==> config.mk <==
export PLATFORM = sky130hd
export DESIGN_NAME = post_cov_semipar_flat
export DESIGN_NICKNAME = d
export VERILOG_FILES = /design/src/rtl/post_cov_semipar_pkg.sv /design/src/rtl/post_cov_semipar_if.sv /design/src/rtl/fxp_add.sv /design/src/rtl/fxp_mul.sv /design/src/rtl/post_cov_semipar.sv /design/src/flat_wrapper.sv
export SDC_FILE = /design/constraint.sdc
export NUM_CORES = 2
export LEC_CHECK = 0
export CAP_MARGIN = 15
export CORE_MARGIN = 4
export CORE_UTILIZATION = 30
export DETAILED_ROUTE_END_ITERATION = 12
export SLEW_MARGIN = 20
export SYNTH_ARGS = -nofsm -noshare
export SYNTH_HDL_FRONTEND = slang
export SYNTH_SLANG_ARGS = --single-unit
==> constraint.sdc <==
create_clock -name clk -period 9.4 [get_ports clk]
set_clock_uncertainty 0.05 [all_clocks]
set_input_delay 1.88 -clock clk [delete_from_list [all_inputs] [get_ports clk]]
set_output_delay 1.88 -clock clk [all_outputs]
set_load 0.02 [all_outputs]
==> src/rtl/post_cov_semipar_pkg.sv <==
// post_cov_semipar_pkg: fixed-point widths and FSM types shared by the
// posterior-covariance update slice.
package post_cov_semipar_pkg;
  localparam int FXP_N = 16;
  localparam int FXP_FRAC = 8;
  localparam logic [2:0] LAST_CYC = 3'd7;
  typedef enum logic {IDLE, RUN} state_e;
endpackage

==> src/rtl/post_cov_semipar_if.sv <==
// post_cov_semipar_if: start/done handshake, operand matrices and posterior
// covariance result bundled for the covariance update block.
interface post_cov_semipar_if
  import post_cov_semipar_pkg::*;
#(
  parameter int N = FXP_N
);
  logic start, busy, done;
  logic signed [N-1:0] pp00, pp01, pp10, pp11;
  logic signed [N-1:0] k00, k01, k10, k11;
  logic signed [N-1:0] h00, h01, h10, h11;
  logic signed [N-1:0] P_POST00, P_POST01, P_POST10, P_POST11;
  modport master (
    output start, pp00, pp01, pp10, pp11, k00, k01, k10, k11, h00, h01, h10, h11,
    input  busy, done, P_POST00, P_POST01, P_POST10, P_POST11
  );
  modport slave (
    input  start, pp00, pp01, pp10, pp11, k00, k01, k10, k11, h00, h01, h10, h11,
    output busy, done, P_POST00, P_POST01, P_POST10, P_POST11
  );
endinterface

==> src/rtl/fxp_add.sv <==
// fxp_add: signed W-bit adder that wraps on overflow.
module fxp_add #(
  parameter int W = 32
) (
  input  logic signed [W-1:0] a,
  input  logic signed [W-1:0] b,
  output logic signed [W-1:0] y
);
  assign y = a + b;
endmodule

==> src/rtl/fxp_mul.sv <==
// fxp_mul: signed N x N multiplier returning the full 2N-bit product.
module fxp_mul #(
  parameter int N = 16
) (
  input  logic signed [N-1:0]   a,
  input  logic signed [N-1:0]   b,
  output logic signed [2*N-1:0] y_full
);
  typedef logic signed [2*N-1:0] ww_t;
  assign y_full = ww_t'(a) * ww_t'(b);
endmodule

==> src/rtl/post_cov_semipar.sv <==
// post_cov_semipar: P_post = P - K*(H*P) on four shared multipliers and two
// 2N adders over eight cycles, with captured operands and start/done.
module post_cov_semipar
  import post_cov_semipar_pkg::*;
#(
  parameter int N = FXP_N,
  parameter int FRAC = FXP_FRAC
) (
  input logic clk,
  input logic rst_n,
  post_cov_semipar_if.slave bus
);
  typedef logic signed [N-1:0] w_t;
  typedef logic signed [2*N-1:0] ww_t;
  function automatic w_t trunc(input ww_t x);
    return w_t'(x >>> FRAC);
  endfunction
  function automatic ww_t align(input w_t x);
    return ww_t'(x) <<< FRAC;
  endfunction
  state_e state_q, state_d;
  logic [2:0] cyc_q, cyc_d;
  logic done_q, done_d;
  logic accept, col;
  w_t pp_q [4], k_q [4], h_q [4], m_q [4];
  w_t opa_q [4], opb_q [4], opa_d [4], opb_d [4];
  ww_t s_q [4], prod [4];
  ww_t sum_a, sum_b;
  assign accept = bus.start && state_q == IDLE;
  assign col = cyc_q[1];
  always_comb begin
    state_d = state_q;
    cyc_d = cyc_q;
    done_d = 1'b0;
    if (accept) begin
      state_d = RUN;
      cyc_d = '0;
    end else if (state_q == RUN) begin
      cyc_d = cyc_q + 3'd1;
      state_d = cyc_q == LAST_CYC ? IDLE : RUN;
      done_d = cyc_q == LAST_CYC;
    end
  end
  // Even cycles: H*P (cyc<4) or K*M (cyc>=4) on column col; lanes 0/1 form row 0, lanes 2/3 row 1.
  always_comb begin
    for (int i = 0; i < 4; i++) begin
      opa_d[i] = cyc_q[2] ? k_q[i] : h_q[i];
      opb_d[i] = cyc_q[2] ? m_q[{i[0], col}] : pp_q[{i[0], col}];
    end
  end
  for (genvar g = 0; g < 4; g++) begin : g_mul
    fxp_mul #(.N(N)) u_mul (.a(opa_q[g]), .b(opb_q[g]), .y_full(prod[g]));
  end
  fxp_add #(.W(2*N)) u_add_a (.a(prod[0]), .b(prod[1]), .y(sum_a));
  fxp_add #(.W(2*N)) u_add_b (.a(prod[2]), .b(prod[3]), .y(sum_b));
  always_ff @(posedge clk) begin
    if (!rst_n) begin
      state_q <= IDLE;
      cyc_q <= '0;
      done_q <= 1'b0;
      pp_q <= '{default: '0};
      k_q <= '{default: '0};
      h_q <= '{default: '0};
      m_q <= '{default: '0};
      opa_q <= '{default: '0};
      opb_q <= '{default: '0};
      s_q <= '{default: '0};
    end else begin
      state_q <= state_d;
      cyc_q <= cyc_d;
      done_q <= done_d;
      if (accept) begin
        pp_q <= '{bus.pp00, bus.pp01, bus.pp10, bus.pp11};
        k_q <= '{bus.k00, bus.k01, bus.k10, bus.k11};
        h_q <= '{bus.h00, bus.h01, bus.h10, bus.h11};
      end
      if (state_q == RUN && !cyc_q[0]) begin
        opa_q <= opa_d;
        opb_q <= opb_d;
      end
      if (state_q == RUN && cyc_q[0] && !cyc_q[2]) begin
        m_q[{1'b0, col}] <= trunc(sum_a);
        m_q[{1'b1, col}] <= trunc(sum_b);
      end
      if (state_q == RUN && cyc_q[0] && cyc_q[2]) begin
        s_q[{1'b0, col}] <= align(pp_q[{1'b0, col}]) - sum_a;
        s_q[{1'b1, col}] <= align(pp_q[{1'b1, col}]) - sum_b;
      end
    end
  end
  assign bus.busy = state_q == RUN;
  assign bus.done = done_q;
  assign bus.P_POST00 = trunc(s_q[0]);
  assign bus.P_POST01 = trunc(s_q[1]);
  assign bus.P_POST10 = trunc(s_q[2]);
  assign bus.P_POST11 = trunc(s_q[3]);
endmodule

==> src/flat_wrapper.sv <==
// flat-port wrapper written by rule: the top's interface ports become plain ports
module post_cov_semipar_flat import post_cov_semipar_pkg::*;
#(
  parameter int N = FXP_N,
  parameter int FRAC = FXP_FRAC
)
  (clk, rst_n, bus_start, bus_pp00, bus_pp01, bus_pp10, bus_pp11, bus_k00, bus_k01, bus_k10, bus_k11, bus_h00, bus_h01, bus_h10, bus_h11, bus_busy, bus_done, bus_P_POST00, bus_P_POST01, bus_P_POST10, bus_P_POST11);
  post_cov_semipar_if #(.N(N)) bus_i ();
  input logic clk;
  input logic rst_n;
  input wire logic [$bits(bus_i.start)-1:0] bus_start;
  input wire logic [$bits(bus_i.pp00)-1:0] bus_pp00;
  input wire logic [$bits(bus_i.pp01)-1:0] bus_pp01;
  input wire logic [$bits(bus_i.pp10)-1:0] bus_pp10;
  input wire logic [$bits(bus_i.pp11)-1:0] bus_pp11;
  input wire logic [$bits(bus_i.k00)-1:0] bus_k00;
  input wire logic [$bits(bus_i.k01)-1:0] bus_k01;
  input wire logic [$bits(bus_i.k10)-1:0] bus_k10;
  input wire logic [$bits(bus_i.k11)-1:0] bus_k11;
  input wire logic [$bits(bus_i.h00)-1:0] bus_h00;
  input wire logic [$bits(bus_i.h01)-1:0] bus_h01;
  input wire logic [$bits(bus_i.h10)-1:0] bus_h10;
  input wire logic [$bits(bus_i.h11)-1:0] bus_h11;
  output wire logic [$bits(bus_i.busy)-1:0] bus_busy;
  output wire logic [$bits(bus_i.done)-1:0] bus_done;
  output wire logic [$bits(bus_i.P_POST00)-1:0] bus_P_POST00;
  output wire logic [$bits(bus_i.P_POST01)-1:0] bus_P_POST01;
  output wire logic [$bits(bus_i.P_POST10)-1:0] bus_P_POST10;
  output wire logic [$bits(bus_i.P_POST11)-1:0] bus_P_POST11;
  assign bus_i.start = bus_start;
  assign bus_i.pp00 = bus_pp00;
  assign bus_i.pp01 = bus_pp01;
  assign bus_i.pp10 = bus_pp10;
  assign bus_i.pp11 = bus_pp11;
  assign bus_i.k00 = bus_k00;
  assign bus_i.k01 = bus_k01;
  assign bus_i.k10 = bus_k10;
  assign bus_i.k11 = bus_k11;
  assign bus_i.h00 = bus_h00;
  assign bus_i.h01 = bus_h01;
  assign bus_i.h10 = bus_h10;
  assign bus_i.h11 = bus_h11;
  assign bus_busy = bus_i.busy;
  assign bus_done = bus_i.done;
  assign bus_P_POST00 = bus_i.P_POST00;
  assign bus_P_POST01 = bus_i.P_POST01;
  assign bus_P_POST10 = bus_i.P_POST10;
  assign bus_P_POST11 = bus_i.P_POST11;
  post_cov_semipar #(.N(N), .FRAC(FRAC)) u_core (.clk(clk), .rst_n(rst_n), .bus(bus_i));
endmodule
==> flow_summary.yaml <==
status:
  status: "finished, final reports clean"
critical_path:
  critPathMaxStageDelay_ns: 0.96
  cp_num_cells: 29
  crit_required_ns: 9.91
  crit_slowest_cell: "dfxtp_1"
  r2r_slack_ns: 0.44
  reg2regPathDepth: 29
  cp_max_fo: 17
  crit_buf_inv: 4
  crit_type: "reg2reg"
  path_common_cell: "fa_1"
  cp-end-kind: "flop"
  arrival_ns: 9.47
  startpoint_type: "flop"
  crit_family: "adder cells"
hold_path:
  hold_depth: 2
  min_path_type: "reg2reg"
global_routing:
  grt_max_degree: 143
  grt-busiest-layer: "met2"
  grt.overflow.total: 0
  antenna_found_initial: 2
  use_met1: 0.236
  gr-usage-met3: 0.0250
  grt_pass1_vias: 38983
  grt_use_total: 0.174
  use_met2: 0.291
  grt_pass1_wl_mm: 230
synth:
  synth_common_cells: "1011 x nand2_1, 1001 x inv_1, 826 x fa_1, 491 x and2_1, 421 x dfxtp_1"
  syn_inst: 5547
  async_flop_share: 0
  ys_warn_count: 0
  synth_nets: 6860
  ys_seq_area_frac: 0.174
  synth_edf_count: 0
  synth.area.top_cells: "fa_1 34%, dfxtp_1 17%, nand2_1 7.8%"
  synthesis.area_mm2: 0.0484
  synth_flop_cell: "dfxtp_1"
  syn_area_per_cell_um2: 8.72
  synth.most_common_cell: "nand2_1"
  synth_area_leader_cell: "fa_1"
  synth_cell_type_count: 77
  synth_top_area_share: 0.342
  synth_seq_cells: 421
run:
  maxCapViolCount: 0
route:
  drc: 0
  wl_per_cell_um: 18.3
  drtPass1Iterations: 6
  viasPerCell: 4.69
  postRouteAntennaNets: 0
  routed-via-count: 37167
  drtIter0Drc: 2510
  drt-total-wl_mm: 145
sta:
  fin_crit_sh: 0.953
  setup_viol: 0
  maxSlewViolCount: 0
  fmaxAchievable_mhz: 112
  worst_pin_slew_ns: 1.01
  rsz0062_at_grt: "no"
  post-route-min-period_ns: 8.96
  slew_headroom: 0.324
  setup_tns_ns: 0
  timing_hold_violations_final: 0
power:
  switching_share: 0.336
  p_leak_uw: 0.0248
  vdd_drop_max_uv: 133
  pwr-share-seq: 0.369
  combPwrFrac: 0.261
  power_uw: 5450
  internal-power_uw: 3620
  pwr-share-clk: 0.370
  powerDensity_mw_per_mm2: 98.0
  switchingPower_uw: 1830
clocking:
  cts.sinks: 421
  insertion_delay_ns: 0.64
  cts_buffers: 48
  cts_max_path_buffers: 3
  post-cts-setup-buffer-count: 0
  htreeDepth: 2
  cts_tree: "done"
  clk_pin_slew_worst_paths_ns: 0.06
  root_buffer: "clkbuf_16"
final_layout:
  area_growth_syn_to_layout_pct: 15.0
  final_net_count: 7037
  drive_gt1_frac: 0.0571
  fill_cells: 16720
  fin_util: 0.347
place:
  io_buffer_count: 260
  globalplace.congestion: 0.891
  place_hpwl_mm: 118
die:
  die_height_um: 410
  io_pins: 261
  die-width_um: 410
  dieArea_mm2: 0.168
  start_util: 0.302
  fp.coreArea_mm2: 0.160
  row_count: 147
flip-flops by register name, indices dropped and copies added, names as in the netlist:
name                 cells
u_core.bus.busy          1
u_core.opb_q            32
u_core.opa_q            64
u_core.bus.P_POST10     16
u_core.cyc_q             3
u_core.bus.P_POST01     16
u_core.bus.P_POST11     16
u_core.bus.P_POST00     16
u_core.bus.done          1
u_core.k_q              64
u_core.m_q              64
u_core.h_q              64
u_core.pp_q             64
power groups by stage:
stage | sequential [uW] | combinational (uW) | clock [uW]
after CTS | 2010 | 1420 | 2050
after floorplan | 1950 | 870 | 0
after global placement | 2040 | 1400 | 0
after detailed placement | 2040 | 1420 | 0
final | 2010 | 1420 | 2020
after global routing | 2020 | 1560 | 2120
through the flow:
stage               hold WS [ns]  worst slack (ns)  cell area [um2]  std cells
finish                     0.402             0.442            55700       7922
global route               0.414            0.0182            55700       7922
detailed placement         0.394             0.259            54000       7834
global placement           0.389             0.394            54000       7834
floorplan                  0.381              1.15            48400       5547
CTS                        0.403             0.266            55600       7921
path summary, 6_finish.rpt:
kind	from	endpoint
setup / recovery	u_core.opa_q[1]$_SDFFE_PN0P_	u_core.bus.P_POST10[8]$_SDFFE_PN0P_
hold / removal	u_core.h_q[38]$_SDFFE_PN0P_	u_core.h_q[38]$_SDFFE_PN0P_
setup reg to reg	u_core.opa_q[1]$_SDFFE_PN0P_	u_core.bus.P_POST10[8]$_SDFFE_PN0P_
hold reg to reg	u_core.h_q[38]$_SDFFE_PN0P_	u_core.h_q[38]$_SDFFE_PN0P_
placed cells by master (no fill, tap or decap), types with 10 or more instances in the layout:
cell type,count
clkdlybuf4s50_1,260
nand3_1,42
a211oi_1,90
inv_1,1001
o21a_1,18
clkbuf_1,12
fa_1,826
or3_1,10
o21ai_0,23
dfxtp_1,413
a21o_1,19
clkbuf_16,48
mux2i_1,99
ha_1,292
xnor2_1,104
o211ai_1,39
and2_1,491
buf_4,173
mux2_2,31
nand4_1,10
xor2_1,30
nor3_1,11
nor2_1,173
nand2_1,1011
a21oi_1,343
nand2b_1,33
logic make-up (layout without fill, tap and decap cells):
kind of cell             Yosys count  after routing  synth area share
AND/OR/NAND/NOR                 1819           1819             0.173
buffers and inverters           1315           1529             0.103
adder cells (fa/ha/maj)         1118           1118             0.417
AO/OA/AOI/OAI                    601            601            0.0770
flip-flops                       421            421             0.174
XOR/XNOR                         143            143            0.0280
multiplexers                     130            130            0.0277
other                              0              1                 0
per-layer routing:
| layer | up-vias | part of all wire |
|---|---|---|
| met3 | 168 | 0.061 |
| met5 | - | 0 |
| met4 | 0 | 0.029 |
| li1 | 17150 | - |
| met2 | 1057 | 0.47 |
| met1 | 18792 | 0.44 |
worst register-to-register path: cells and delay by family, from the launching register on:
family                     cells  cell delay [ns]
DFF                            1             0.96
AOI/OAI and AO/OA              8             1.79
adders and majority gates     10             4.21
xor gates and xnor gates       2             0.50
buffers and inverters          4             0.26
and+or+nand+nor                5             1.11
what timing repair did:
item	in CTS	in global routing
setup endpoints to repair	0	19
hold buffers	0	0
resized for setup	0	9
cell type report:
class,count,area (um2),share of cell area
Multi-Input combinational cell,3811,35000,0.630
Clock buffer,63,1290,0.0231
Tap cell,2160,2700,0.0486
Antenna cell,1,2.50,0.0000450
Inverter,1003,3770,0.0678
Timing Repair Buffer,439,4020,0.0723
Clock inverter,24,382,0.00686
Sequential cell,421,8450,0.152
Power figures use the tool's default switching activity.
